<file path="src/rtl/alu_pkg.sv">
// Shared opcodes, FSM state encoding and flag bit positions for the pipelined ALU.
package alu_pkg;

    localparam logic [3:0] OP_ADD = 4'd0;
    localparam logic [3:0] OP_SUB = 4'd1;
    localparam logic [3:0] OP_ADC = 4'd2;
    localparam logic [3:0] OP_SBB = 4'd3;
    localparam logic [3:0] OP_AND = 4'd4;
    localparam logic [3:0] OP_OR  = 4'd5;
    localparam logic [3:0] OP_XOR = 4'd6;
    localparam logic [3:0] OP_SHL = 4'd7;
    localparam logic [3:0] OP_SHR = 4'd8;
    localparam logic [3:0] OP_SAR = 4'd9;
    localparam logic [3:0] OP_MUL = 4'd10;

    typedef enum logic {
        ST_IDLE = 1'b0,
        ST_MUL  = 1'b1
    } state_t;

    localparam int FLG_SIGN   = 0;
    localparam int FLG_ZERO   = 1;
    localparam int FLG_CARRY  = 2;
    localparam int FLG_PARITY = 3;
    localparam int FLG_OVF    = 4;
    localparam int NUM_FLAGS  = 5;

endpackage

</file>
<file path="src/rtl/alu_mul_seq.sv">
// Shift-add unsigned multiplier: WIDTH iterations, the first one done on the start edge,
// so done is high in the cycle before the WIDTH-th edge after start.
module alu_mul_seq #(
    parameter int WIDTH = 16
) (
    input  logic               clk,
    input  logic               rst,
    input  logic               start,
    input  logic [WIDTH-1:0]   a,
    input  logic [WIDTH-1:0]   b,
    output logic               done,
    output logic [2*WIDTH-1:0] prod
);

    localparam int CW = $clog2(WIDTH) + 1;

    logic             busy;
    logic [CW-1:0]    cnt;
    logic [WIDTH-1:0] mcand;

    // prod holds {partial sum, remaining multiplier bits}; each step consumes one multiplier bit
    function automatic logic [2*WIDTH-1:0] step(input logic [2*WIDTH-1:0] p,
                                                input logic [WIDTH-1:0]   m);
        logic [WIDTH:0] s;
        s = {1'b0, p[2*WIDTH-1:WIDTH]} + (p[0] ? {1'b0, m} : '0);
        return {s, p[WIDTH-1:1]};
    endfunction

    assign done = busy && (cnt == CW'(WIDTH));

    always_ff @(posedge clk or posedge rst) begin
        if (rst) begin
            busy  <= 1'b0;
            cnt   <= '0;
            mcand <= '0;
            prod  <= '0;
        end else if (start) begin
            busy  <= 1'b1;
            cnt   <= CW'(1);
            mcand <= a;
            prod  <= step({{WIDTH{1'b0}}, b}, a);
        end else if (done) begin
            busy  <= 1'b0;
        end else if (busy) begin
            prod  <= step(prod, mcand);
            cnt   <= cnt + 1'b1;
        end
    end

endmodule

</file>
<file path="src/rtl/alu_pipe.sv">
// Clocked ALU with registered result/flags behind valid/ready; single-cycle ops plus an
// iterative multiply, one operation in flight.
module alu_pipe
    import alu_pkg::*;
#(
    parameter int WIDTH  = 16,
    parameter bit MUL_EN = 1'b1
) (
    input  logic             clk,
    input  logic             rst,
    input  logic             in_valid,
    output logic             in_ready,
    input  logic [3:0]       op,
    input  logic [WIDTH-1:0] x,
    input  logic [WIDTH-1:0] y,
    output logic             out_valid,
    input  logic             out_ready,
    output logic [WIDTH-1:0] z,
    output logic             sign,
    output logic             zero,
    output logic             carry,
    output logic             parity,
    output logic             overflow
);

    localparam int AW  = $clog2(WIDTH);
    localparam int MSB = WIDTH - 1;

    typedef struct packed {
        logic [WIDTH-1:0]     z;
        logic [NUM_FLAGS-1:0] flags;
    } res_t;

    state_t             state, state_nxt;
    logic               cf;
    logic               accept, is_mul, mul_done, load;
    logic [2*WIDTH-1:0] prod;
    res_t               alu_res, mul_res, load_res, out_q;

    logic [WIDTH:0]     wide;
    logic [WIDTH-1:0]   zc;
    logic [AW-1:0]      amt;
    logic               c_in, c, v;

    function automatic res_t with_flags(input logic [WIDTH-1:0] zv, input logic cv,
                                        input logic vv);
        res_t r;
        r.z                 = zv;
        r.flags             = '0;
        r.flags[FLG_SIGN]   = zv[MSB];
        r.flags[FLG_ZERO]   = (zv == '0);
        r.flags[FLG_CARRY]  = cv;
        r.flags[FLG_PARITY] = ~^zv;
        r.flags[FLG_OVF]    = vv;
        return r;
    endfunction

    assign in_ready = (state == ST_IDLE) && (!out_valid || out_ready) && !rst;
    assign accept   = in_valid && in_ready;
    assign is_mul   = MUL_EN && (op == OP_MUL);

    alu_mul_seq #(.WIDTH(WIDTH)) u_mul (
        .clk   (clk),
        .rst   (rst),
        .start (accept && is_mul),
        .a     (x),
        .b     (y),
        .done  (mul_done),
        .prod  (prod)
    );

    // Shifts carry the bit shifted out through an extra guard bit in 'wide'
    always_comb begin
        amt  = y[AW-1:0];
        c_in = ((op == OP_ADC) || (op == OP_SBB)) ? cf : 1'b0;
        wide = '0;
        zc   = '0;
        c    = 1'b0;
        v    = 1'b0;
        case (op)
            OP_ADD, OP_ADC: begin
                wide = {1'b0, x} + {1'b0, y} + {{WIDTH{1'b0}}, c_in};
                zc   = wide[WIDTH-1:0];
                c    = wide[WIDTH];
                v    = (x[MSB] == y[MSB]) && (zc[MSB] != x[MSB]);
            end
            OP_SUB, OP_SBB: begin
                wide = {1'b0, x} - {1'b0, y} - {{WIDTH{1'b0}}, c_in};
                zc   = wide[WIDTH-1:0];
                c    = wide[WIDTH];
                v    = (x[MSB] != y[MSB]) && (zc[MSB] != x[MSB]);
            end
            OP_AND: zc = x & y;
            OP_OR:  zc = x | y;
            OP_XOR: zc = x ^ y;
            OP_SHL: begin
                wide = {1'b0, x} << amt;
                zc   = wide[WIDTH-1:0];
                c    = wide[WIDTH];
                v    = zc[MSB] ^ c;
            end
            OP_SHR: begin
                wide = {x, 1'b0} >> amt;
                zc   = wide[WIDTH:1];
                c    = wide[0];
            end
            OP_SAR: begin
                wide = $signed({x, 1'b0}) >>> amt;
                zc   = wide[WIDTH:1];
                c    = wide[0];
            end
            default: ;
        endcase
        alu_res = with_flags(zc, c, v);
    end

    assign mul_res  = with_flags(prod[WIDTH-1:0], |prod[2*WIDTH-1:WIDTH],
                                 |prod[2*WIDTH-1:WIDTH]);
    assign load_res = (state == ST_MUL) ? mul_res : alu_res;

    always_comb begin
        state_nxt = state;
        load      = 1'b0;
        case (state)
            ST_IDLE: begin
                if (accept) begin
                    if (is_mul) state_nxt = ST_MUL;
                    else        load      = 1'b1;
                end
            end
            ST_MUL: begin
                if (mul_done) begin
                    state_nxt = ST_IDLE;
                    load      = 1'b1;
                end
            end
            default: state_nxt = ST_IDLE;
        endcase
    end

    always_ff @(posedge clk or posedge rst) begin
        if (rst) begin
            state     <= ST_IDLE;
            out_q     <= '0;
            out_valid <= 1'b0;
            cf        <= 1'b0;
        end else begin
            state <= state_nxt;
            if (load) begin
                out_q     <= load_res;
                out_valid <= 1'b1;
                cf        <= load_res.flags[FLG_CARRY];
            end else if (out_valid && out_ready) begin
                out_valid <= 1'b0;
            end
        end
    end

    assign z        = out_q.z;
    assign sign     = out_q.flags[FLG_SIGN];
    assign zero     = out_q.flags[FLG_ZERO];
    assign carry    = out_q.flags[FLG_CARRY];
    assign parity   = out_q.flags[FLG_PARITY];
    assign overflow = out_q.flags[FLG_OVF];

endmodule

</file>
<file path="config.mk">
export PLATFORM = sky130hd
export DESIGN_NAME = alu_pipe
export DESIGN_NICKNAME = d
export VERILOG_FILES = /design/src/rtl/alu_pkg.sv /design/src/rtl/alu_mul_seq.sv /design/src/rtl/alu_pipe.sv
export SDC_FILE = /design/constraint.sdc
export NUM_CORES = 1
export LEC_CHECK = 0
export CORE_ASPECT_RATIO = 0.75
export CORE_MARGIN = 2
export CORE_UTILIZATION = 30
export CTS_CLUSTER_DIAMETER = 200
export CTS_CLUSTER_SIZE = 24
export DETAILED_ROUTE_END_ITERATION = 8
export DONT_BUFFER_PORTS = 1
export MAX_ROUTING_LAYER = met4
export PLACE_DENSITY = 0.52
export SLEW_MARGIN = 25
export SYNTH_ARGS = -nofsm -noshare
export SYNTH_HDL_FRONTEND = slang
export SYNTH_HIERARCHICAL = 1
export SYNTH_SLANG_ARGS = --single-unit
</file>
<file path="constraint.sdc">
create_clock -name clk -period 5.05 [get_ports clk]
set_clock_uncertainty 0.15 [all_clocks]
set_input_delay 1.01 -clock clk [delete_from_list [all_inputs] [get_ports clk]]
set_output_delay 1.01 -clock clk [all_outputs]
set_load 0.01 [all_outputs]
</file>
==> flow_summary.toml <==
[drt]
viasPerCell = 5.80
routedWlPerCell_um = 22.8
vias = 8556
drcViolationCount = 0
first_iter_violations = 868
wl_mm = 33.7
drtPass1Iterations = 7
antenna_left = 0

[power_and_ir_drop]
irDropWorstVdd_mv = 0.136
p_per_area_mw_per_mm2 = 192
leakage_nw = 4.44
p_total_w = 0.00191

[clock_tree]
cts-root-buf = "clkbuf_16"
cts_buffers = 9
h-tree-depth = 3
cts_buffer_depth = 2
cts_tree = "yes"
ctsResizeCount = 0
clk_pin_slew_ns = 0.06
cts_sinks = 76
postCtsSetupBuffers = 0
clock_latency_ns = 0.35
cts-hold-fix-buffers = 0

[floorplan]
fp.dieW_um = 206
ios = 63
die_area_mm2 = 0.0322
die_h_um = 156
start_util_pct = 30.5
rows = 55
core_region_area_mm2 = 0.0302

[placed_design]
place_congestion = 0.952
hpwl_mm = 26.3
port_buffers = 0
placed_cells = 1460

[sta]
final-max-slew-violation-count = 0
rsz0062_at_grt = "no"
max-slew-margin-rel_pct = 42.0
period_needed_ns = 4.62
max_freq_mhz = 216
min_period_over_period_pct = 91.5
worst-slew-pin-transition_ns = 0.870
worst_hold_slack_ns = 0.345
setup_viol = 0
setup_tns_ns = 0
final_hold_viol_count = 0

[final_layout]
final_common_cell = "ha_1"
drive_gt1_share_pct = 9.56
final_cell_mix = "ha_1 (97), nand2_1 (89), a21oi_1 (81)"
synthToLayoutAreaGrowth_pct = 7.89
nets = 1214
final_cells = 1476
diodes = 0

[worst_setup_path]
required_ns = 5.17
critPathCaptureType = "flip-flop"
critPathMaxStageDelay_ns = 0.57
crit_type = "input port to flip-flop"
r2r_slack_ns = 0.49
crit_arrival_ns = 4.74
start_kind = "input port"
crit_chain = "nor2_1 -> nand3_1 -> fa_1 -> ha_1 -> a211oi_1 -> buf_4 -> o21ai_0 -> nand4_1 -> o211ai_1 -> xor2_1 -> a211oi_1 -> and2_1 -> ha_1 -> xnor2_1 -> xnor2_1 -> xnor2_1 -> a21oi_1 -> o21ai_0"
crit_top_cell = "xnor2_1"
cp_slowest_cell = "o21ai_0"
path_max_fanout = 17

[logic_synthesis]
synth_compound_area_share_pct = 22.9
mappedNetlistNets = 1240
synth_edf_count = 0
synth-adder-area-share_pct = 14.2
synth_top_family_by_area = "compound AO/OA/AOI/OAI gates"
synth-xor-area-share_pct = 5.22
synthFlopType = "dfrtp_1"
synth.distinct_cells = 85
yosys.area_share.simple_pct = 16.2
yosysWarnings = 6
synth.cell_area_mm2 = 0.00922
synth_seq_cells = 76
synth.top_cell.area_share_pct = 20.6
yosys.area.top_type = "dfrtp_1"
async_reset_ff_share_pct = 100
synthCells = 1098
yosysSeqAreaShare_pct = 20.6
syn_avg_cell_area_um2 = 8.40
ys_top_cells_by_area = "dfrtp_1 (21%), ha_1 (13%), mux2i_1 (4.7%), a21oi_1 (4.4%), mux4_1 (4.0%)"
synth_mux_area_share_pct = 13.9

[global_route]
antenna_found_initial = 0
grt_pass1_wl_mm = 51.6
grt_use_total_pct = 21.9
grt_overflow = 0
grt_max_degree = 60
grt_pass1_vias = 8033

[run_status]
outcome = "finished, final reports clean"

[job]
drv_cap = 0

[min_path]
min_path_type = "flip-flop to flip-flop"
==> state kept, by name, indices dropped and copies added (netlist names) <==
signal       cells
out_valid        1
z               15
overflow         1
state            1
u_mul/mcand     16
carry            1
u_mul/cnt        5
u_mul/prod      32
zero             1
parity           1
sign             1
u_mul/busy       1
==> power by group <==
group | internal [W] | switching, W
clock | 0.000361 | 0.000275
combinational | 0.000283 | 0.000382
sequential | 0.000609 | 0
total | 0.00125 | 0.000657
==> per-stage QoR <==
| step | instance area [um^2] | setup WS [ns] | utilization (%) |
|---|---|---|---|
| 6_report | 9950 | 0.431 | 32.9 |
| 5_1_grt | 9950 | 0.175 | 32.9 |
| 4_1_cts | 9950 | 0.508 | 32.9 |
| 3_5_place_dp | 9660 | 0.141 | 32.0 |
| 3_3_place_gp | 9660 | 0.187 | 32.0 |
| 2_1_floorplan | 9220 | 0.0297 | - |
==> area by class of cell <==
class,count,area (um^2)
fillers,3188,20300
multi-input cells,869,6690
flip-flops and latches,76,1900
well taps,399,499
inverters,79,297
repair buffers,37,278
clock buffers,11,253
clock inverters,5,35.0
==> worst paths after layout <==
kind	start	endpoint	depth (start not counted)
max	op[2]	parity	18
min	u_mul/mcand[6]	u_mul/mcand[6]	1
max reg2reg	carry	parity	17
min reg2reg	u_mul/mcand[6]	u_mul/mcand[6]	1
max in group asynchronous	rst	u_mul/mcand[6]	2
min in group asynchronous	rst	z[3]	2
==> routing by layer <==
metal / track usage [%] / part of all wire (%) / up-vias
met3: 5.95 / 10 / 29
met2: 28.9 / 39 / 383
met1: 33.4 / 50 / 4158
met5: - / 0 / -
li1: - / - / 3986
met4: 2.52 / 0.84 / 0
==> synthesized netlist by cell type, types with 14 or more instances <==
cell type,instances
a211oi_1,17
a21o_1,17
a21oi_1,82
and2_1,21
and3_1,14
buf_2,20
clkbuf_1,43
dfrtp_1,76
ha_1,97
inv_1,77
mux2_2,21
mux2i_1,43
mux4_1,14
nand2_1,89
nand3_1,22
nor2_1,70
o211ai_1,14
o21ai_0,68
o21ai_1,15
xnor2_1,32
xor2_1,23
==> kinds of logic after synthesis <==
| logic type | count (synthesis) |
|---|---|
| buf+inv | 153 |
| fa+ha+maj | 102 |
| mux | 89 |
| flops | 76 |
| simple gates | 302 |
| xor+xnor | 55 |
| compound gates | 321 |
==> critical path: cells and delay by family <==
kind / cells / cell delay (ns)
AOI/OAI and AO/OA: 6 / 1.42
xor gates and xnor gates: 4 / 0.59
adders and majority gates: 3 / 0.97
buffers and inverters: 1 / 0.15
and+or+nand+nor: 4 / 0.61
Power figures use the tool's default switching activity.
